**src/rtl/conv_sched_pkg.sv**
```systemverilog
// Shared types and constants for the 3x3 conv window scheduler.
// Window geometry, datapath latency and FSM states live here.
package conv_sched_pkg;

  typedef enum logic [1:0] {
    IDLE,
    RUN,
    DRAIN,
    DONE
  } state_t;

  localparam int DP_LATENCY = 1;
  localparam int KERNEL = 3;

  localparam int DEF_CH = 3;
  localparam int DEF_ACT_W = 8;

  typedef logic [DEF_CH*DEF_ACT_W-1:0] pixel_t;

  function automatic int pix_w(
    input int ch,
    input int act_w
  );
    return ch * act_w;
  endfunction

  function automatic int win_w(
    input int ch,
    input int act_w
  );
    return KERNEL * KERNEL * ch * act_w;
  endfunction

endpackage

```
**src/rtl/conv_window_sched_fifo.sv**
```systemverilog
// Result FIFO for the conv scheduler.
// Synchronous, with occupancy count for the credit check.
module sched_res_fifo #(
  parameter int W = 64,
  parameter int DEPTH = 4,
  localparam int AW = $clog2(DEPTH),
  localparam int CW = AW + 1
) (
  input  logic          clk,
  input  logic          rst,
  input  logic          push,
  input  logic          pop,
  input  logic [W-1:0]  wdata,
  output logic [W-1:0]  rdata,
  output logic          empty,
  output logic [CW-1:0] count
);

  logic [W-1:0]  mem [DEPTH];
  logic [AW-1:0] wp;
  logic [AW-1:0] rp;
  logic          pop_ok;

  assign empty  = (count == '0);
  assign pop_ok = pop && !empty;
  assign rdata  = empty ? '0 : mem[rp];

  // pointer and occupancy bookkeeping
  always_ff @(posedge clk) begin
    if (rst) begin
      wp    <= '0;
      rp    <= '0;
      count <= '0;
    end else begin
      if (push) wp <= wp + AW'(1);
      if (pop_ok) rp <= rp + AW'(1);
      count <= count + CW'(push) - CW'(pop_ok);
    end
  end

  // storage array, no reset needed
  always_ff @(posedge clk) begin
    if (push) mem[wp] <= wdata;
  end

endmodule

```
**src/rtl/conv_window_sched.sv**
```systemverilog
// Frame sequencer for the 3x3 conv datapath: windowing,
// issue/capture, result buffering and credit-based input flow.
module conv_window_sched
  import conv_sched_pkg::*;
#(
  parameter int IMG_W = 8,
  parameter int IMG_H = 8,
  parameter int CH = 3,
  parameter int ACT_W = 8,
  parameter int OUT_W = 64,
  parameter int RES_DEPTH = 4
) (
  input  logic                   clk,
  input  logic                   rst,
  input  logic                   start,
  output logic                   busy,
  output logic                   done,
  input  logic                   pix_valid,
  output logic                   pix_ready,
  input  logic [CH*ACT_W-1:0]    pix_data,
  output logic                   conv_valid,
  output logic [9*CH*ACT_W-1:0]  conv_act,
  input  logic                   conv_ready,
  input  logic [OUT_W-1:0]       conv_result,
  output logic                   res_valid,
  input  logic                   res_ready,
  output logic [OUT_W-1:0]       res_data,
  output logic                   res_last
);

  localparam int PW = pix_w(CH, ACT_W);
  localparam int WW = win_w(CH, ACT_W);
  localparam int RW = $clog2(IMG_H);
  localparam int CW = $clog2(IMG_W);
  localparam int TOTAL =
    (IMG_H - KERNEL + 1) * (IMG_W - KERNEL + 1);
  localparam int OW = $clog2(TOTAL + 1);
  localparam int IFW = $clog2(DP_LATENCY + 2);
  localparam int FCW = $clog2(RES_DEPTH) + 1;
  localparam int NT = KERNEL * KERNEL;

  localparam logic [RW-1:0] ROW_LAST = RW'(IMG_H - 1);
  localparam logic [CW-1:0] COL_LAST = CW'(IMG_W - 1);
  localparam logic [RW-1:0] ROW_EDGE = RW'(KERNEL - 1);
  localparam logic [CW-1:0] COL_EDGE = CW'(KERNEL - 1);
  localparam logic [OW-1:0] OUT_LAST = OW'(TOTAL - 1);
  localparam logic [OW-1:0] OUT_ALL = OW'(TOTAL);

  state_t         state;
  logic [RW-1:0]  row;
  logic [CW-1:0]  col;
  logic [OW-1:0]  out_cnt;
  logic [IFW-1:0] in_flight;

  logic [PW-1:0]  lb1 [IMG_W];
  logic [PW-1:0]  lb2 [IMG_W];
  logic [PW-1:0]  wc1 [KERNEL];
  logic [PW-1:0]  wc2 [KERNEL];
  logic [PW-1:0]  nc  [KERNEL];
  logic [WW-1:0]  act_next;

  logic [FCW-1:0] fifo_cnt;
  logic           fifo_empty;
  logic           win_done;
  logic           credit_ok;
  logic           accept;
  logic           issue;
  logic           push;
  logic           pop;
  logic           last_px;
  logic           drain_fin;

  assign win_done  = (row >= ROW_EDGE) && (col >= COL_EDGE);
  assign credit_ok =
    (32'(fifo_cnt) + 32'(in_flight)) < 32'(RES_DEPTH);
  assign pix_ready =
    (state == RUN) && (!win_done || credit_ok);
  assign accept    = pix_valid && pix_ready;
  assign issue     = accept && win_done;
  assign push      = conv_ready && (in_flight != '0);
  assign res_valid = !fifo_empty;
  assign pop       = res_valid && res_ready;
  assign res_last  = res_valid && (out_cnt == OUT_LAST);
  assign last_px   = (row == ROW_LAST) && (col == COL_LAST);

  // The final pop is looked ahead so done follows it directly.
  assign drain_fin = (in_flight == '0) &&
    ((fifo_empty && out_cnt == OUT_ALL) ||
     (pop && fifo_cnt == FCW'(1) && out_cnt == OUT_LAST));

  // incoming column: rows r-2, r-1 and the live pixel
  always_comb begin
    nc[0] = lb2[col];
    nc[1] = lb1[col];
    nc[2] = pix_data;
  end

  // pack channel-major, then ky, then kx
  always_comb begin
    act_next = '0;
    for (int c = 0; c < CH; c++) begin
      for (int ky = 0; ky < KERNEL; ky++) begin
        act_next[(c*NT + ky*KERNEL + 0)*ACT_W +: ACT_W] =
          wc1[ky][c*ACT_W +: ACT_W];
        act_next[(c*NT + ky*KERNEL + 1)*ACT_W +: ACT_W] =
          wc2[ky][c*ACT_W +: ACT_W];
        act_next[(c*NT + ky*KERNEL + 2)*ACT_W +: ACT_W] =
          nc[ky][c*ACT_W +: ACT_W];
      end
    end
  end

  // line buffers and column shift window
  always_ff @(posedge clk) begin
    if (accept) begin
      lb2[col] <= lb1[col];
      lb1[col] <= pix_data;
      wc1 <= wc2;
      wc2 <= nc;
    end
  end

  // frame FSM, counters and registered outputs
  always_ff @(posedge clk) begin
    if (rst) begin
      state      <= IDLE;
      row        <= '0;
      col        <= '0;
      out_cnt    <= '0;
      in_flight  <= '0;
      conv_valid <= 1'b0;
      conv_act   <= '0;
      busy       <= 1'b0;
      done       <= 1'b0;
    end else begin
      conv_valid <= issue;
      if (issue) conv_act <= act_next;
      in_flight <= in_flight + IFW'(issue) - IFW'(push);
      if (pop) out_cnt <= out_cnt + OW'(1);
      done <= 1'b0;
      unique case (state)
        IDLE: begin
          if (start) begin
            state     <= RUN;
            busy      <= 1'b1;
            row       <= '0;
            col       <= '0;
            out_cnt   <= '0;
            in_flight <= '0;
          end
        end
        RUN: begin
          if (accept) begin
            if (col == COL_LAST) begin
              col <= '0;
              if (row != ROW_LAST) row <= row + RW'(1);
            end else begin
              col <= col + CW'(1);
            end
            if (last_px) state <= DRAIN;
          end
        end
        DRAIN: begin
          if (drain_fin) begin
            state <= DONE;
            busy  <= 1'b0;
            done  <= 1'b1;
          end
        end
        DONE: state <= IDLE;
        default: state <= IDLE;
      endcase
    end
  end

  sched_res_fifo #(
    .W(OUT_W),
    .DEPTH(RES_DEPTH)
  ) u_fifo (
    .clk(clk),
    .rst(rst),
    .push(push),
    .pop(pop),
    .wdata(conv_result),
    .rdata(res_data),
    .empty(fifo_empty),
    .count(fifo_cnt)
  );

endmodule

```
**config.mk**
```make
export PLATFORM = sky130hd
export DESIGN_NAME = conv_window_sched
export DESIGN_NICKNAME = d
export VERILOG_FILES = /design/src/rtl/conv_sched_pkg.sv /design/src/rtl/conv_window_sched_fifo.sv /design/src/rtl/conv_window_sched.sv
export SDC_FILE = /design/constraint.sdc
export NUM_CORES = 1
export LEC_CHECK = 0
export CELL_PAD_IN_SITES_DETAIL_PLACEMENT = 2
export CELL_PAD_IN_SITES_GLOBAL_PLACEMENT = 2
export CORE_MARGIN = 5
export CORE_UTILIZATION = 38
export CTS_CLUSTER_SIZE = 28
export DETAILED_ROUTE_END_ITERATION = 16
export GPL_TIMING_DRIVEN = 0
export PLACE_DENSITY_LB_ADDON = 0.25
export SYNTH_ARGS = -nofsm -noshare
export SYNTH_HDL_FRONTEND = slang
export SYNTH_HIERARCHICAL = 1
export SYNTH_SLANG_ARGS = --single-unit
```
**constraint.sdc**
```tcl
create_clock -name clk -period 12.6 [get_ports clk]
set_input_delay 2.52 -clock clk [delete_from_list [all_inputs] [get_ports clk]]
set_output_delay 2.52 -clock clk [all_outputs]
set_load 0.03 [all_outputs]
```
Yosys cells after proc, flatten, opt, wreduce, memory -nomap -nowiden
Memories as Yosys holds them, arrays and structs flattened. A register that Yosys moved wholly into a read port is not among the register bits.
Cells that the tools add are included.
W data, S select, Z words.
Cells by class
  add/sub/neg operators: 10
  order comparisons: 3
  equal/unequal tests: 15
  mux-type cells: 33
  bitwise operators: 1
  reductions and logical operators: 28
Operator list (number)
  $mux W64: 1
  $mux W3: 10
  $mux W6: 3
  $mux W2: 8
  $logic_and A1 B1 Y1: 13
  $eq A6 B6 Y1 const B: 2
  $pmux W3 S2: 2
  $ne A2 B2 Y1 const B: 4
  $pmux W2 S4: 1
  $mux W1: 7
  $add A3 B1 Y3 const B: 2
  $add A6 B1 Y6 const B: 1
  $eq A3 B3 Y1 const B: 2
  $ge A3 B2 Y1 const B: 2
  $reduce_and A3 Y1: 2
  $reduce_bool A2 Y1: 3
  $reduce_and A5 Y1: 1
  $add A2 B1 Y2 const B: 2
  $add A3 B2 Y4: 1
  $eq A2 B2 Y1 const B: 2
  $logic_not A2 Y1: 2
  $lt A4 B3 Y1 const B: 1
  $ne A2 B1 Y1 const B: 2
  $reduce_and A4 Y1: 1
  other kinds (13): 15
Word-level totals
  bits in registers: 386
  bits in writable memories: 640
  input port bits: 94
  word-level logic and storage cells: 111
  memories: 3
Memory list
  u_fifo.mem: depth 4, width 64, rd ports 1, clocked after memory_dff 1, write ports 1, RTL line conv_window_sched_fifo.sv:19  | logic [W-1:0] mem [DEPTH];
  lb1: depth 8, width 24, rd ports 1, clocked after memory_dff 1, write ports 1, RTL line conv_window_sched.sv:55  | logic [PW-1:0] lb1 [IMG_W];
  lb2: depth 8, width 24, rd ports 1, clocked after memory_dff 1, write ports 1, RTL line conv_window_sched.sv:56  | logic [PW-1:0] lb2 [IMG_W];

Longest topological paths before layout
Gate-level depths: netlist of run 1.
  depth after elaboration: 11
  depth in mapped cells: 15
  mapped depth without buffers: 12

Cells and area by module
The synthesis of run 1 kept the hierarchy.
By module, submodules not included
  conv_window_sched: times used 1, cells each 1773, area each 27330.0 um2, sequential area each 20619.8 um2
  sched_res_fifo: times used 1, cells each 450, area each 10203.5 um2, sequential area each 7867.5 um2

Worst setup path before layout of run 1
OpenSTA, ideal clock, no wires.
  path kind: input -> register
  start: in pix_valid
  end: mem lb1[4][0] in the netlist's numbering (enable)
  arrival: 13.013 ns
  data required time: 12.087 ns
  setup slack: -0.925 ns
  cell stages on the path: 4
  buffers on the path: 0
  cell sequence: o31ai_1 > nor2_1 > nand2_1 > nor3_1
Between the ends
  longest elaborated chain between the ends: 3
Ends and longest elaborated chain
  start, declared: RTL line conv_window_sched.sv:18  | input logic pix_valid,
  $logic_and A1 B1 Y1: RTL line conv_window_sched.sv:78  | assign accept = pix_valid && pix_ready;
  via accept: RTL line conv_window_sched.sv:66  | logic accept;
  $mux W1: RTL line conv_window_sched.sv:115  | if (accept) begin
  $mux W1 (implied by the code): RTL line conv_window_sched.sv:117  | lb1[col] <= pix_data;
  end, declared: RTL line conv_window_sched.sv:55
The timed path passes the listed nets, and every way through them passes these cells.

Final worst setup path of run 1
  start: reg u_fifo.count[1]
  end: out res_data[38]
Between the ends
  longest elaborated chain between the ends: 2
Ends and longest elaborated chain
  start, declared: RTL line conv_window_sched_fifo.sv:16  | output logic [CW-1:0] count
  start signal, assigned: RTL line conv_window_sched_fifo.sv:37  | count <= count + CW'(push) - CW'(pop_ok);
  $logic_not A3 Y1: RTL line conv_window_sched_fifo.sv:24  | assign empty = (count == '0);
  $mux W64: RTL line conv_window_sched_fifo.sv:26  | assign rdata = empty ? '0 : mem[rp];
  end, declared: RTL line conv_window_sched.sv:27  | output logic [OUT_W-1:0] res_data,
Every way passes these cells.

==> results of run 1 <==
-- cell usage in the layout (no fill, tap or decap), types with 3 or more instances in the layout --
| cell type | n |
|---|---|
| nor3_2 | 4 |
| buf_6 | 26 |
| a22o_1 | 3 |
| clkbuf_1 | 91 |
| clkdlybuf4s50_1 | 378 |
| diode_2 | 4 |
| clkinv_1 | 13 |
| and3_1 | 3 |
| mux4_2 | 156 |
| nor2_4 | 7 |
| edfxtp_1 | 784 |
| clkinv_2 | 20 |
| buf_16 | 7 |
| buf_1 | 3 |
| mux2_2 | 51 |
| xor2_1 | 4 |
| nor2_1 | 21 |
| nand2_1 | 442 |
| clkbuf_8 | 16 |
| a21oi_1 | 220 |
| nor2b_1 | 5 |
| inv_6 | 5 |
| buf_12 | 19 |
| xnor2_1 | 3 |
| and2_4 | 4 |
| inv_1 | 19 |
| mux4_1 | 4 |
| o21ai_1 | 4 |
| ha_1 | 20 |
| buf_2 | 36 |
| or3_1 | 3 |
| buf_4 | 6 |
| dfxtp_1 | 247 |
| clkbuf_16 | 115 |
| and2_1 | 64 |
-- final timing paths --
kind | slack, ps | to | cells after the start | startpoint
min | 450 | act_next[151]$_DFFE_PP_ | 0 | act_next[159]$_DFFE_PP_
min reg2reg | 450 | act_next[151]$_DFFE_PP_ | 0 | act_next[159]$_DFFE_PP_
max reg2reg | 8720 | lb1[4][6]$_DFFE_PP_ | 9 | u_fifo/count[1]$_SDFF_PP0_
max | 6750 | res_data[38] | 5 | u_fifo/count[1]$_SDFF_PP0_
-- cell type report --
cell class / instances / area share (%)
Sequential cell: 1031 / 60.4
Multi-Input combinational cell: 1049 / 17.6
Timing Repair Buffer: 410 / 9.27
Clock buffer: 167 / 6.86
Tap cell: 1287 / 3.42
Buffer: 123 / 1.60
Clock inverter: 45 / 0.679
Inverter: 20 / 0.159
Antenna cell: 4 / 0.0212
-- metrics by stage --
step                      std cells  setup TNS (ps)
after global placement         3888         -542990
after global routing           4133               0
after detailed placement       3920               0
after floorplan                2223               0
after CTS                      4132               0
final                          4136               0
-- worst register-to-register path: stages (launching register included) --
cell and delay [ps]:
dfxtp_1 480, ha_1 300, a311oi_2 310, o31ai_1 250, nor2_4 650, nand2_1 400, nor3_2 550, buf_6 240
buf_4 230, buf_6 190
-- cells by family (layout without fill, tap and decap cells) --
kind of cell | Yosys count | after routing | share of synthesized area [%]
buffers and inverters | 143 | 765 | 2.21
other | 0 | 4 | 0
AND/OR/NAND/NOR | 567 | 567 | 6.36
multiplexers | 213 | 213 | 11.2
XOR/XNOR | 8 | 8 | 0.223
adder cells (fa/ha/maj) | 21 | 21 | 0.720
AO/OA/AOI/OAI | 240 | 240 | 3.36
flip-flops | 1031 | 1031 | 75.9
-- per-layer routing --
layer	track usage (%)	wire length, um	up-vias
li1	-	-	9376
met1	25.1	43600	11100
met2	34.8	53600	449
met3	4.04	5270	109
met4	4.43	1720	12
met5	0	78	-
-- registers in the layout, indices dropped and copies added, names as in the netlist, 2 cells and up, named ones only --
signal	flops
out_cnt	6
state	2
in_flight	2
act_next	144
u_fifo/mem	256
u_fifo/rp	2
row	3
lb2	192
conv_act	216
col	3
lb1	192
u_fifo/count	3
u_fifo/wp	2
-- where the power goes --
group	internal, mW	switching [mW]	leakage (nW)	total (mW)
registers	3.81	0.0389	9.06	3.85
logic	0.170	0.274	4.07	0.444
clock network	1.81	1.33	1.75	3.14
total	5.80	1.64	14.9	7.44
==> metrics, run 1 <==
clock root cell clkbuf_16; RSZ-0062 raised after global routing no; slew margin rel. 29.5%; worst setup margin 6750 ps; slowest CP cell clkdlybuf4s50_1; Cell Area, Synth 37500 um2; Ys Warns 6; dominant cells by area after synthesis edfxtp_1 (63%), dfxtp_1 (13%), mux4_2 (9.4%); status finished, final reports clean; placed inst area 43600 um2; Sink Count 1031; sequential area share after synthesis 75.9%; Ports 380; Max Fclk 171 MHz; # Max-Cap Violations 0; pin count of the biggest net entering global routing 51; Worst-Margin Slew 1060 ps; via count 21100; fraction of registers with async set/reset 0%; Detail Route Antenna Nets 0; clock slew at reported path FFs 60 ps; Final min period 5850 ps; DRT Pass-1 Iters 5; Area growth, synth to finish 25.6%; fill count 9075; startpoint types flip-flop; Final Hold Viols 0; layout cells sized above 1 17.1%; hold buffer count at cts 0; WL final 104000 um; Max VDD drop 98.9 uV; PostCTS Resize Cnt 0; initial antenna violation count 10; Critical Path AT 3330 ps; count of buffers from port buffering 378; period utilization 46.5%; cell family with most CP delay buffers and inverters; row count 115; Hold WC Path Type reg2reg; pwr/cell area 158 nW/um2; Final nets 2861; post-synthesis net count 2338; first-pass GRT wire length 155000 um; GRT overflow 0; postcts setup bufs 0; drt initial violations 1408; Distinct cells, synth 52; crit path buf inv count 3; Yosys top cell by area edfxtp_1; Worst setup EP type output pin; Syn Inst Count 2223; Via-to-Cell Ratio 5.09; CTS tree yes; Post-synth EDFFs 784; Post-synth top cells edfxtp_1 (784), nand2_1 (442), dfxtp_1 (247); register area 28500 um2; Core Area 98300 um2; Clock Latency Late Sink 680 ps; share of Yosys cell area claimed by the top area cell type 62.7%; Setup WS pre-CTS 6690 ps; count of final setup violators 0; gpl congestion 0.740; Die ar. 105000 um2; final hold slack 449 ps; Final HPWL DP 71400 um; Crit Path Max Fanout 10; Synth Register Bits 1031; H-tree depth 3; # DRC 0; design area 47200 um2; Avg Inst Size Synth 16.9 um2; Total Routing Usage GR 19.6%; CP dominant cell by count clkbuf_1; area of the multi-input gates 8290 um2; Slew Limit Fails 0; Critical Path RT 10080 ps; Initial Utilization 38.2%; worst-path cell chain or3_1 -> clkbuf_1 -> clkbuf_1 -> and2_1 -> clkdlybuf4s50_1; Longest Clk Path Bufs 3; die width 324 um; Avg WL per Cell 25.2 um; number of global-route vias before repair 23900; Die Span Y 324 um; Crit path largest cell delay 780 ps; Main synth FF type edfxtp_1; most common cell in the netlist edfxtp_1; total CTS buffers 111; skew final 25.0 ps; fin util 48.0%; Tot Pwr 7.44 mW; Leak Pwr 14.9 nW; Setup CP Type reg2out
Power figures use the tool's default switching activity.
==> inputs of run 2 (changes only) <==
- CORE_UTILIZATION: 38 -> 42
- clock period: 12.6 -> 5.6 ns (I/O delays scaled with it)
==> run 2 against run 1 <==
  * Sequential share of layout area increased by 0.072 points
  * Via count up 1.3%
  * Cell count is 3.0% lower
  * Cell area fell by 0.12%
  * First-iteration DRC count increased by 9.1%
  * Clock power increased by 130%
  * Largest cell class unchanged
  * Combinational power increased by 130%
  * Total power increased by 130%
  * Hold slack lost 0.68 ps
  * Core utilization grew 5.2 points
==> metrics, run 2 (synthesized netlist as in run 1, its figures left out) <==
Pint 13.2 mW (was 5.80 mW); Core Area 88500 um2 (was 98300 um2); Critical Path RT 4480 ps (was 10080 ps); cell family with most CP delay buffers and inverters (unchanged); Final HPWL DP 75500 um (was 71400 um); switching power share of the total 22.0% (about the same); count of buffers from port buffering 378 (unchanged); flip-flop count of the largest register after layout 256 (unchanged); Final min period 4530 ps; final hold slack 448 ps (was 449 ps); Final Hold Viols 0 (unchanged); Hold WC Path Type reg2reg (unchanged); Largest regs u_fifo/mem: 256 flops, conv_act: 216 flops (unchanged); Ports 380 (unchanged); postcts setup bufs 0 (unchanged); number of global-route vias before repair 24400 (was 23900); startpoint types flip-flop (unchanged); clock root cell clkbuf_16 (unchanged); crit path buf inv count 3 (unchanged); Detail Route Antenna Nets 0 (unchanged); # Max-Cap Violations 0 (unchanged); slew margin rel. 28.6% (was 29.5%); # DRC 0 (unchanged); total CTS buffers 109 (was 111); Slew Limit Fails 0 (unchanged); pin count of the biggest net entering global routing 50 (was 51); area of the multi-input gates 8310 um2 (was 8290 um2); row count 109 (was 115); skew final 28.4 ps (was 25.0 ps); Sequential Power Share 51.3% (was 51.8%); worst-path cell chain or3_1 -> clkbuf_1 -> clkbuf_1 -> and2_1 -> clkdlybuf4s50_1 (unchanged); Sink Count 1031 (unchanged); Total Routing Usage GR 22.9% (was 19.6%); gpl congestion 0.756 (was 0.740); slowest CP cell clkdlybuf4s50_1 (unchanged); commonest non-fill, non-tap cell in the layout edfxtp_1 (unchanged); Net Sw Power 3.71 mW (was 1.64 mW); Area growth, synth to finish 25.5% (was 25.6%); period utilization 80.8%; Max VDD drop 233 uV (was 98.9 uV); Crit Path Max Fanout 10 (unchanged); drt initial violations 1536 (was 1408); Longest Clk Path Bufs 3 (unchanged); Worst-Margin Slew 1070 ps (was 1060 ps); hold buffer count at cts 0 (unchanged); clock slew at reported path FFs 60 ps (about the same); Crit path largest cell delay 760 ps (was 780 ps); initial antenna violation count 12 (was 10); CTS tree yes (unchanged); Max Fclk 221 MHz; via count 21300 (was 21100); Worst setup EP type output pin (unchanged); Comb pwr share 6.0% (about the same); count of final setup violators 0 (unchanged); Setup CP Type reg2out (unchanged); die width 309 um (was 324 um); Critical Path AT 3410 ps (was 3330 ps); Clock Latency Late Sink 670 ps (was 680 ps); first-pass GRT wire length 163000 um (was 155000 um); register area 28500 um2 (unchanged); DRT Pass-1 Iters 5 (unchanged); RSZ-0062 raised after global routing no (unchanged); Leak Pwr 14.9 nW (about the same); fin util 53.2% (was 48.0%); Avg WL per Cell 27.5 um (was 25.2 um); PostCTS Resize Cnt 0 (unchanged); commonest non-fill, non-tap cells in the layout edfxtp_1 (784), nand2_1 (442), clkdlybuf4s50_1 (378) (unchanged); Initial Utilization 42.4% (was 38.2%); fill count 7855 (was 9075); WL final 110000 um (was 104000 um); Largest Register u_fifo/mem (unchanged); Via-to-Cell Ratio 5.32 (was 5.09); pwr/cell area 359 nW/um2 (was 158 nW/um2); CP dominant cell by count clkbuf_1 (unchanged); GRT overflow 0 (unchanged); layout cells sized above 1 17.0% (was 17.1%); H-tree depth 3 (unchanged); clock network power share 42.7% (was 42.2%); Die ar. 95400 um2 (was 105000 um2); Die Span Y 309 um (was 324 um); status finished, final reports clean (unchanged); Final nets 2857 (was 2861)
-- run 2: routing by layer --
layer | track usage (%) | part of all wire (%)
met3 | 5.52 | 6.3
met4 | 5.37 | 2.0
met2 | 41.3 | 53
met1 | 28.0 | 39
met5 | 0 | 0.054
-- run 2: stage by stage --
step / TNS (ps) / instances / setup slack [ps] / instance area (um2) / power [mW]
5_1_grt: 0 / 4007 / 820 / 47100 / 17.6
3_5_place_dp: 0 / 3796 / 1020 / 43500 / 9.87
2_1_floorplan: -43720 / 2223 / -249 / 37600 / 9.36
6_report: 0 / 4011 / 1070 / 47100 / 16.9
4_1_cts: 0 / 4003 / 962 / 47100 / 17.1
3_3_place_gp: -1139780 / 3766 / -3960 / 42800 / 9.76
-- run 2: path summary, 6_finish.rpt --
path | startpoint | end | slack (ps) | cells after the start
worst min-delay path | act_next[181]$_DFFE_PP_ | act_next[173]$_DFFE_PP_ | 450 | 0
worst max register to register | u_fifo/count[1]$_SDFF_PP0_ | lb1[4][8]$_DFFE_PP_ | 1610 | 9
worst min register to register | act_next[181]$_DFFE_PP_ | act_next[173]$_DFFE_PP_ | 450 | 0
worst max-delay path | u_fifo/count[1]$_SDFF_PP0_ | res_data[38] | 1070 | 5
-- run 2: layout make-up --
class	instances	area share, %
Sequential cell	1031	60.5
Buffer	123	1.60
Clock buffer	166	6.77
Antenna cell	8	0.0425
Inverter	20	0.159
Timing Repair Buffer	408	9.34
Tap cell	1165	3.10
Multi-Input combinational cell	1049	17.6
Clock inverter	41	0.858
-- run 2: power by group through the flow --
stage	Clock, mW	Sequential, mW	Combinational (mW)
global route	7.78	8.69	1.09
detailed placement	0	8.84	1.04
CTS	7.39	8.68	1.04
global placement	0	8.85	0.906
floorplan	0	8.81	0.548
finish	7.23	8.68	1.01
-- run 2: worst register-to-register path: stages (launching register included) --
cell and delay, ps:
dfxtp_1 490, ha_1 310, a311oi_2 430, o31ai_4 150
nor2_4 680, buf_12 300, nand2_1 280, nor3_4 680
buf_8 240, buf_16 160
